[config.mk]
export PLATFORM = sky130hd
export DESIGN_NAME = line_buffer_writer
export DESIGN_NICKNAME = d
export VERILOG_FILES = /design/src/rtl/lbw_pkg.sv /design/src/rtl/lbw_rotator.sv /design/src/rtl/line_buffer_writer.sv
export SDC_FILE = /design/constraint.sdc
export NUM_CORES = 2
export LEC_CHECK = 0
export BUFFER_PORTS_ARGS = -buffer_cell sky130_fd_sc_hd__buf_2
export CELL_PAD_IN_SITES_DETAIL_PLACEMENT = 1
export CELL_PAD_IN_SITES_GLOBAL_PLACEMENT = 1
export CORE_MARGIN = 10
export CORE_UTILIZATION = 54
export DETAILED_ROUTE_END_ITERATION = 8
export PLACE_DENSITY_LB_ADDON = 0.1
export SYNTH_ARGS = -nofsm -noshare
export SYNTH_HDL_FRONTEND = slang
export SYNTH_SLANG_ARGS = --single-unit
[constraint.sdc]
create_clock -name clk_draw -period 9.7 [get_ports clk_draw]
set_input_delay 0.485 -clock clk_draw [delete_from_list [all_inputs] [get_ports clk_draw]]
set_output_delay 0.485 -clock clk_draw [all_outputs]
set_load 0.1 [all_outputs]
[src/rtl/lbw_pkg.sv]
// lbw_pkg: shared widths and FSM state type for the sprite line-buffer writer.
package lbw_pkg;
    localparam int PIX_W        = 8;
    localparam int PIX_PER_WORD = 16;
    localparam int LB_ADDR_W    = 7;
    localparam int WORD_W       = PIX_W * PIX_PER_WORD;
    typedef enum logic [1:0] {IDLE = 2'd0, CLEAR = 2'd1, DRAW = 2'd2} lbw_state_e;
endpackage

[src/rtl/lbw_rotator.sv]
// lbw_rotator: rotates the 32-pixel unaligned window (and its mask) into one 16-pixel word.
module lbw_rotator
    import lbw_pkg::*;
(
    input  logic [2*WORD_W-1:0]       window,
    input  logic [2*PIX_PER_WORD-1:0] window_mask,
    input  logic [3:0]                shift,
    output logic [WORD_W-1:0]         pix,
    output logic [PIX_PER_WORD-1:0]   vld
);
    // Modulo-32 wrap lets pixels left of the shift pull from the previous word's tail.
    for (genvar j = 0; j < PIX_PER_WORD; j++) begin : g_pix
        logic [4:0] k;
        assign k = 5'(j) - {1'b0, shift};
        assign pix[PIX_W*j +: PIX_W] = window[{k, 3'b000} +: PIX_W];
        assign vld[j] = window_mask[k];
    end
endmodule

[src/rtl/line_buffer_writer.sv]
// line_buffer_writer: aligns quadrupler output, resolves sprite priority and writes the back line buffer.
// Optional LBW_COLLISION_EN adds sticky collision / collision_addr outputs.
module line_buffer_writer
    import lbw_pkg::*;
#(
    parameter int LB_WORDS       = 80,
    parameter bit PRIORITY_FIRST = 1'b1
) (
    input  logic                    clk_draw,
    input  logic                    rst_draw_n,
    input  logic                    line_start,
    input  logic [PIX_W-1:0]        bg_color,
    input  logic [LB_ADDR_W-1:0]    lb_addr,
    input  logic [2*WORD_W-1:0]     unaligned_pixels,
    input  logic [31:0]             unaligned_valid_mask,
    input  logic [3:0]              alignment_shift,
    output logic                    busy,
    output logic                    overrun,
    output logic                    lbw_we,
    output logic [LB_ADDR_W-1:0]    lbw_addr,
    output logic [WORD_W-1:0]       lbw_data,
    output logic [PIX_PER_WORD-1:0] lbw_be
`ifdef LBW_COLLISION_EN
    ,
    output logic                    collision,
    output logic [LB_ADDR_W-1:0]    collision_addr
`endif
);
    lbw_state_e                state;
    logic [LB_ADDR_W-1:0]      cnt;
    logic [PIX_W-1:0]          bg;
    logic                      s1_v;
    logic [LB_ADDR_W-1:0]      s1_addr;
    logic [WORD_W-1:0]         s1_pix;
    logic [PIX_PER_WORD-1:0]   s1_vld;
    logic [WORD_W-1:0]         rot_pix;
    logic [PIX_PER_WORD-1:0]   rot_vld;
    logic [PIX_PER_WORD-1:0]   occ [LB_WORDS];
    logic [PIX_PER_WORD-1:0]   occ_row;
    logic [PIX_PER_WORD-1:0]   eff;
    logic                      in_range;
    logic                      do_wr;

    lbw_rotator u_rot (
        .window      (unaligned_pixels),
        .window_mask (unaligned_valid_mask),
        .shift       (alignment_shift),
        .pix         (rot_pix),
        .vld         (rot_vld)
    );

    assign busy     = state == CLEAR || line_start;
    assign in_range = 32'(s1_addr) < LB_WORDS;
    assign occ_row  = in_range ? occ[s1_addr] : '0;
    assign eff      = PRIORITY_FIRST ? s1_vld & ~occ_row : s1_vld;
    // A line_start in the write cycle discards whatever stage 1 was holding.
    assign do_wr    = s1_v && in_range && !line_start && state != CLEAR && |eff;

    always_ff @(posedge clk_draw or negedge rst_draw_n) begin
        if (!rst_draw_n) begin
            state    <= IDLE;
            cnt      <= '0;
            bg       <= '0;
            s1_v     <= 1'b0;
            s1_addr  <= '0;
            s1_pix   <= '0;
            s1_vld   <= '0;
            overrun  <= 1'b0;
            lbw_we   <= 1'b0;
            lbw_addr <= '0;
            lbw_data <= '0;
            lbw_be   <= '0;
            for (int i = 0; i < LB_WORDS; i++) occ[i] <= '0;
        end else begin
            s1_v    <= !busy;
            s1_addr <= lb_addr;
            s1_pix  <= rot_pix;
            s1_vld  <= rot_vld;
            overrun <= (line_start ? 1'b0 : overrun) | (busy && |unaligned_valid_mask);
            if (line_start) begin
                state  <= CLEAR;
                cnt    <= '0;
                bg     <= bg_color;
                lbw_we <= 1'b0;
                lbw_be <= '0;
            end else if (state == CLEAR) begin
                lbw_we   <= 1'b1;
                lbw_addr <= cnt;
                lbw_data <= {PIX_PER_WORD{bg}};
                lbw_be   <= '1;
                occ[cnt] <= '0;
                cnt      <= cnt + 1'b1;
                if (32'(cnt) == LB_WORDS - 1) state <= DRAW;
            end else begin
                lbw_we <= do_wr;
                lbw_be <= do_wr ? eff : '0;
                if (do_wr) begin
                    lbw_addr     <= s1_addr;
                    lbw_data     <= s1_pix;
                    occ[s1_addr] <= occ_row | eff;
                end
            end
        end
    end

`ifdef LBW_COLLISION_EN
    always_ff @(posedge clk_draw or negedge rst_draw_n) begin
        if (!rst_draw_n) begin
            collision      <= 1'b0;
            collision_addr <= '0;
        end else if (line_start) begin
            collision      <= 1'b0;
        end else if (!collision && s1_v && in_range && state == DRAW && |(s1_vld & occ_row)) begin
            collision      <= 1'b1;
            collision_addr <= s1_addr;
        end
    end
`endif
endmodule

* Word level (Yosys, flattened, before mapping)
Cells that the tools add are included.
** Storage, ports and cells
- Register bits after elaboration :: 1602
- Bits of input ports :: 310
- Output and inout port bits :: 154
- Word-level logic and storage cells :: 233
** Cells by class
- $add $sub $neg :: 17
- Magnitude comparators :: 21
- Eq/ne operators :: 3
- Shift operators :: 16
- Mux-type cells :: 58
- Bitwise logic cells :: 9
- Reduce and logical (&&, ||, !) cells :: 17
** Operators by type and width (number)
- 256-bit by 9-bit indexed part select with 8-bit output :: 16
- 1280-bit two-way mux :: 2
- 1280-bit AND :: 1
- 1280-bit bitwise mux :: 1
- 1280-bit inverter :: 1
- 128-bit two-way mux :: 2
- 16-bit demux with 7-bit select :: 2
- 16-bit two-way mux :: 8
- 16-bit binary-select mux with 7-bit select :: 1
- 5-bit by 6-bit less-than comparator with 1-bit output (second input constant) :: 16
- 1-bit binary-select mux with 5-bit select :: 16
- 4-bit by 4-bit subtractor with 5-bit output (first input constant) :: 8
- 32-bit OR reduction :: 1
- 7-bit two-way mux :: 4
- 3-bit by 4-bit subtractor with 5-bit output (first input constant) :: 4
- 1-bit two-way mux :: 19
- 16-bit AND :: 1
- 8-bit greater-or-equal comparator (second input constant) :: 2
- 8-bit by 1-bit less-than comparator with 1-bit output (second input constant) :: 2
- 16-bit inverter :: 1
- 7-bit inverter with 8-bit output :: 2
- 16-bit OR :: 1
- 16-bit OR reduction :: 1
- 1-bit by 4-bit subtractor with 5-bit output (first input constant) :: 2
- 14 further kinds :: 27

* Longest topological paths before layout
- Word-level depth :: 12
- Mapped depth :: 18
- Mapped depth without buffers :: 9

* Modules after synthesis
Synthesis repeated with hierarchy kept, for this count alone.
** Unflattened totals
- Cell total of the unflattened synthesis :: 7032
- Area total of the unflattened synthesis :: 87505.2 um^2
** By module, submodules not included
- line_buffer_writer :: times used 1, cells an instance 5582, area each 72165.5 um^2, seq. area each 40088.4 um^2
- lbw_rotator :: times used 1, cells an instance 1450, area each 15339.7 um^2, seq. area each 0.0 um^2

* Least setup slack after synthesis
No wires, ideal clock.
- Kind :: input port to flip-flop
- Start point :: in alignment_shift[1]
- End point :: reg s1_pix[48]
- Setup time :: 138 ps
- Data arrival time :: 4536 ps
- Required time :: 9562 ps
- Path slack :: 5025 ps
- Stages :: 12
- Path buffers :: 7
- Cells stage by stage :: buf_1 > clkbuf_1 > clkbuf_1 > inv_1 > clkbuf_1 > ha_1 > clkbuf_1 > buf_1 > clkbuf_1 > mux4_2 > mux2_2 > mux4_2
** On the way
- Cells in the longest elaborated chain, start to end :: 2
** RTL lines
- from (decl) :: RTL line line_buffer_writer.sv:16 : input logic [3:0] alignment_shift,
- 3-bit by 4-bit subtractor with 5-bit output :: RTL line lbw_rotator.sv:14 : assign k = 5'(j) - {1'b0, shift};
- 256-bit by 9-bit indexed part select with 8-bit output :: RTL line lbw_rotator.sv:15 : assign pix[PIX_W*j +: PIX_W] = window[{k, 3'b000} +: PIX_W];
- via rot_pix[48] :: RTL line line_buffer_writer.sv:36 : logic [WORD_W-1:0] rot_pix;
- to (signal assigned) :: RTL line line_buffer_writer.sv:77 : s1_pix <= rot_pix;
- to (decl) :: RTL line line_buffer_writer.sv:34 : logic [WORD_W-1:0] s1_pix;
The timed path passes the listed nets, and every way through them passes these cells.
A chain may end at the register's enable or synchronous reset.

* Final worst setup path
- Start point :: reg s1_addr[1]
- End point :: reg lbw_data[37]
** On the way
- Cells in the longest elaborated chain, start to end :: 11
- Elaborated cells on any way between the ends :: 15
- Those cells by class :: 1 x order compare; 4 x mux; 3 x bitwise; 7 x reduce/logical
** RTL lines
- from (decl) :: RTL line line_buffer_writer.sv:33 : logic [LB_ADDR_W-1:0] s1_addr;
- from (signal assigned) :: RTL line line_buffer_writer.sv:76 : s1_addr <= lb_addr;
- 7-bit inverter with 8-bit output (implied by the code) :: RTL line line_buffer_writer.sv:54 : assign occ_row = in_range ? occ[s1_addr] : '0;
- 16-bit binary-select mux with 7-bit select :: RTL line line_buffer_writer.sv:54
- 16-bit two-way mux (implied by the code) (2 in a row) :: RTL line line_buffer_writer.sv:54
- 16-bit two-way mux :: RTL line line_buffer_writer.sv:54
- 16-bit inverter :: RTL line line_buffer_writer.sv:55 : assign eff = PRIORITY_FIRST ? s1_vld & ~occ_row : s1_vld;
- 16-bit AND :: RTL line line_buffer_writer.sv:55
- 16-bit OR reduction :: RTL line line_buffer_writer.sv:57 : assign do_wr = s1_v && in_range && !line_start && state != CLEAR && |eff;
- 1-bit logical AND * :: RTL line line_buffer_writer.sv:57
- 2-bit nonzero test (no line) *
- 2-bit AND reduction (no line) *
- to (signal assigned) :: RTL line line_buffer_writer.sv:89 : lbw_data <= {PIX_PER_WORD{bg}};
- to (signal assigned) :: RTL line line_buffer_writer.sv:99 : lbw_data <= s1_pix;
- to (decl) :: RTL line line_buffer_writer.sv:21 : output logic [WORD_W-1:0] lbw_data,
Every way passes the cells marked *; elsewhere a longest branch is shown, timed or not. The select of a mux whose other input is x is not followed.

==> impl_metrics.py <==
metrics = {
    "power": {
        "leakagePower_nw": 39.5,
        "irDropWorstVdd_mv": 0.179,
        "clkPwrFrac": 0.405,
        "seqPwrFrac": 0.423,
        "p_comb_frac": 0.172,
        "p_per_area_nw_per_um2": 175,
        "p_int_w": 0.0115,
        "swShare": 0.309,
        "power.switching_w": 0.00516,
    },
    "synth": {
        "synthArstFlopShare": 1.00,
        "synth.top_cells.by_area": "dfrtp_1 (47%), mux4_2 (13%), a32o_1 (8.2%), nand2_1 (5.1%), o22ai_1 (4.8%)",
        "syn_inst": 7361,
        "yosysSeqAreaShare": 0.467,
        "synth_ff_type": "dfrtp_1",
        "ys_seq_elements": 1602,
        "syn_area_um2": 85800,
        "synth_top_area_frac": 0.467,
        "yosysUniqueCellTypes": 100,
        "ys_warn_count": 0,
        "avgSynthCellArea_um2": 11.7,
        "synth_top_cell_by_area": "dfrtp_1",
        "synth_enable_flop_cells": 0,
        "synth_nets": 7684,
    },
    "sta": {
        "worst_pin_slew_ns": 1.52,
        "setup-violations-final": 0,
        "rsz0062_at_grt": "false",
        "max_freq_mhz": 123,
        "tns_ns": 0,
        "hold-worst-slack_ns": 0.226,
        "drv_slew": 26,
        "worst_clock_skew_ns": 0.0639,
        "maxSlewHeadroom": -0.0119,
        "hold_violations": 0,
        "finalCritPeriodShare": 0.838,
        "period_needed_ns": 8.13,
    },
    "floorplan": {
        "start_util": 0.543,
        "core-area_um2": 158000,
        "io_pins": 464,
        "die_area_um2": 175000,
        "rows": 146,
        "die_h_um": 419,
        "die_w_um": 419,
    },
    "global_route": {
        "grt_max_degree": 172,
        "grt_pass1_vias": 77888,
        "grtUsageTotal": 0.451,
        "antenna_found_initial": 78,
        "grt_pass1_wl_um": 579000,
        "globalRouteOverflowTotal": 0,
    },
    "setup_path": {
        "worstPathRequired_ns": 10.42,
        "end_kind": "flop",
        "critical_path.startpoint_type": "flop",
        "arrival_ns": 8.85,
        "crit_type": "reg -> reg",
        "cp_max_fo": 87,
        "regToRegSetupSlack_ns": 1.57,
    },
    "clock_tree": {
        "cts.path.max_buffers": 3,
        "cts_tree": "built",
        "clk_transition_reported_paths_ns": 0.06,
        "clk-insertion-delay-late_ns": 0.86,
        "cts_sinks": 1602,
        "htree_levels": 4,
        "clockRootBuffer": "clkbuf_16",
        "cts_buffers": 172,
    },
    "routing": {
        "drtAntennaViolNets": 0,
        "drt-initial-drc-count": 13130,
        "drc": 0,
        "wl_per_cell_um": 41.9,
        "routed_via_density": 8.06,
        "drt-pass1-iter-count": 9,
        "finalWirelength_um": 405000,
        "vias": 77937,
    },
    "placement": {
        "hpwl_um": 269000,
        "gp_congestion": 1.02,
        "portBuffers": 463,
    },
    "finish": {
        "area_growth_pct": 11.0,
        "nets": 7736,
        "layout-drive-gt1-share": 0.243,
        "multiInputGateArea_um2": 42400,
        "fill_cells": 15881,
        "register_area_um2": 40100,
    },
    "status": {
        "status": "finished with violations",
        "violations": "capacitance limit, slew limit",
    },
    "run": {
        "drv_cap": 1,
    },
    "min_path": {
        "hold_path_class": "in -> async",
    },
}
[flip-flops by register name (all words and copies together) (netlist names)]
| register | count |
|---|---|
| bg | 8 |
| cnt | 7 |
| lbw_addr | 7 |
| lbw_be | 16 |
| lbw_data | 128 |
| lbw_we | 1 |
| occ | 1280 |
| overrun | 1 |
| s1_addr | 7 |
| s1_pix | 128 |
| s1_v | 1 |
| s1_vld | 16 |
| state | 2 |
[layout by cell type (no fill, tap or decap), types with 14 or more instances in the layout]
master	count
a31oi_1	36
clkbuf_1	33
buf_4	185
a221oi_1	148
a21boi_4	16
a21oi_1	59
o21ai_2	19
clkinv_2	39
buf_2	459
clkbuf_8	43
dfrtp_1	1598
mux2_1	15
o221ai_1	17
dlygate4sd3_1	16
o22ai_1	657
nor4_1	15
inv_1	21
nor2_2	15
nand2b_1	31
nand2_1	1165
nand3b_1	14
a32o_1	704
o21ai_0	85
o211ai_1	16
nor3_1	25
nor2_1	280
o21ai_1	116
o311a_1	130
a211oi_4	31
o211ai_2	24
a22oi_1	61
diode_2	43
buf_12	17
mux4_2	493
clkbuf_16	172
nand3_1	30
mux2_2	196
a22o_1	14
mux2i_1	240
o21ai_4	17
[layer usage]
metal,track usage,up-vias,part of all wire
li1,-,29220,-
met1,0.562,40511,0.35
met2,0.647,6452,0.43
met3,0.161,1694,0.13
met4,0.330,60,0.092
met5,0.00191,-,0.00097
[repair_timing]
item | CTS | global route
resized for setup | 0 | 0
endpoints found under the hold margin | 110 | 0
setup buffers | 0 | 0
hold buffers | 16 | 0
[cell type report]
class	count	share of cell area
clock inverter	66	0.00718
tap	2072	0.0272
multi-input combinational	4928	0.445
antenna	43	0.00113
timing repair buffer	681	0.0444
clock buffer	248	0.0527
sequential	1602	0.421
inverter	28	0.00113
[critical path: stages (launching register included)]
cell,delay [ns]
dfrtp_4,0.87
buf_4,0.49
or2_1,1.18
o22ai_1,0.34
o21ai_0,0.41
a41oi_1,0.50
a2111oi_1,1.11
a311oi_2,0.16
and4b_4,0.50
a21oi_4,1.09
buf_4,0.94
o311a_1,0.26
[stage by stage]
step | worst slack, ns | power (W) | instances | utilization | instance area, µm²
floorplan | 5.03 | 0.00887 | 7361 | - | 85800
global placement | 2.19 | 0.00987 | 9293 | 0.564 | 89300
detailed placement | 2.12 | 0.00994 | 9294 | 0.564 | 89300
CTS | 2.04 | 0.0166 | 9624 | 0.601 | 95100
global route | 1.74 | 0.0170 | 9645 | 0.602 | 95200
finish | 1.57 | 0.0167 | 9668 | 0.602 | 95300
[cells in the mapped netlist (31+ instances only)]
library cell,number
dfrtp_1,1602
mux4_2,493
buf_1,70
clkbuf_1,406
o21ai_1,116
mux2i_1,240
o21ai_0,86
a31oi_1,36
a221oi_1,148
a22oi_1,61
mux2_2,196
buf_6,36
a32o_1,704
nand2b_1,31
a21oi_1,63
o22ai_1,657
buf_2,261
a211oi_4,31
o311a_1,130
nor2_1,296
nand2_1,1166
[power groups by stage]
| stage | Sequential, W | Clock [W] | Combinational [W] |
|---|---|---|---|
| final | 0.00707 | 0.00676 | 0.00288 |
| after CTS | 0.00706 | 0.00672 | 0.00278 |
| after global placement | 0.00717 | 0 | 0.00270 |
| after floorplan | 0.00763 | 0 | 0.00124 |
| after global routing | 0.00708 | 0.00701 | 0.00293 |
| after detailed placement | 0.00718 | 0 | 0.00276 |
[logic make-up after synthesis]
kind of cell    after synthesis  share of synthesized area
xor+xnor                     14                    0.00143
flops                      1602                      0.467
compound gates             2285                      0.220
fa+ha+maj                    13                    0.00189
buf+inv                     831                     0.0446
simple gates               1672                     0.0800
mux                         944                      0.185
[worst paths after layout]
| check | from | endpoint | cells past startpoint |
|---|---|---|---|
| worst max-delay path | s1_addr[1] | lbw_data[37] | 11 |
| max in group asynchronous | rst_draw_n | occ[1049] | 4 |
| min in group clk_draw | alignment_shift[2] | s1_vld[7] | 3 |
| worst max register to register | s1_addr[1] | lbw_data[37] | 11 |
| worst min register to register | bg[1] | bg[1] | 1 |
| worst min-delay path | rst_draw_n | occ[413] | 2 |
Power figures use the tool's default switching activity.
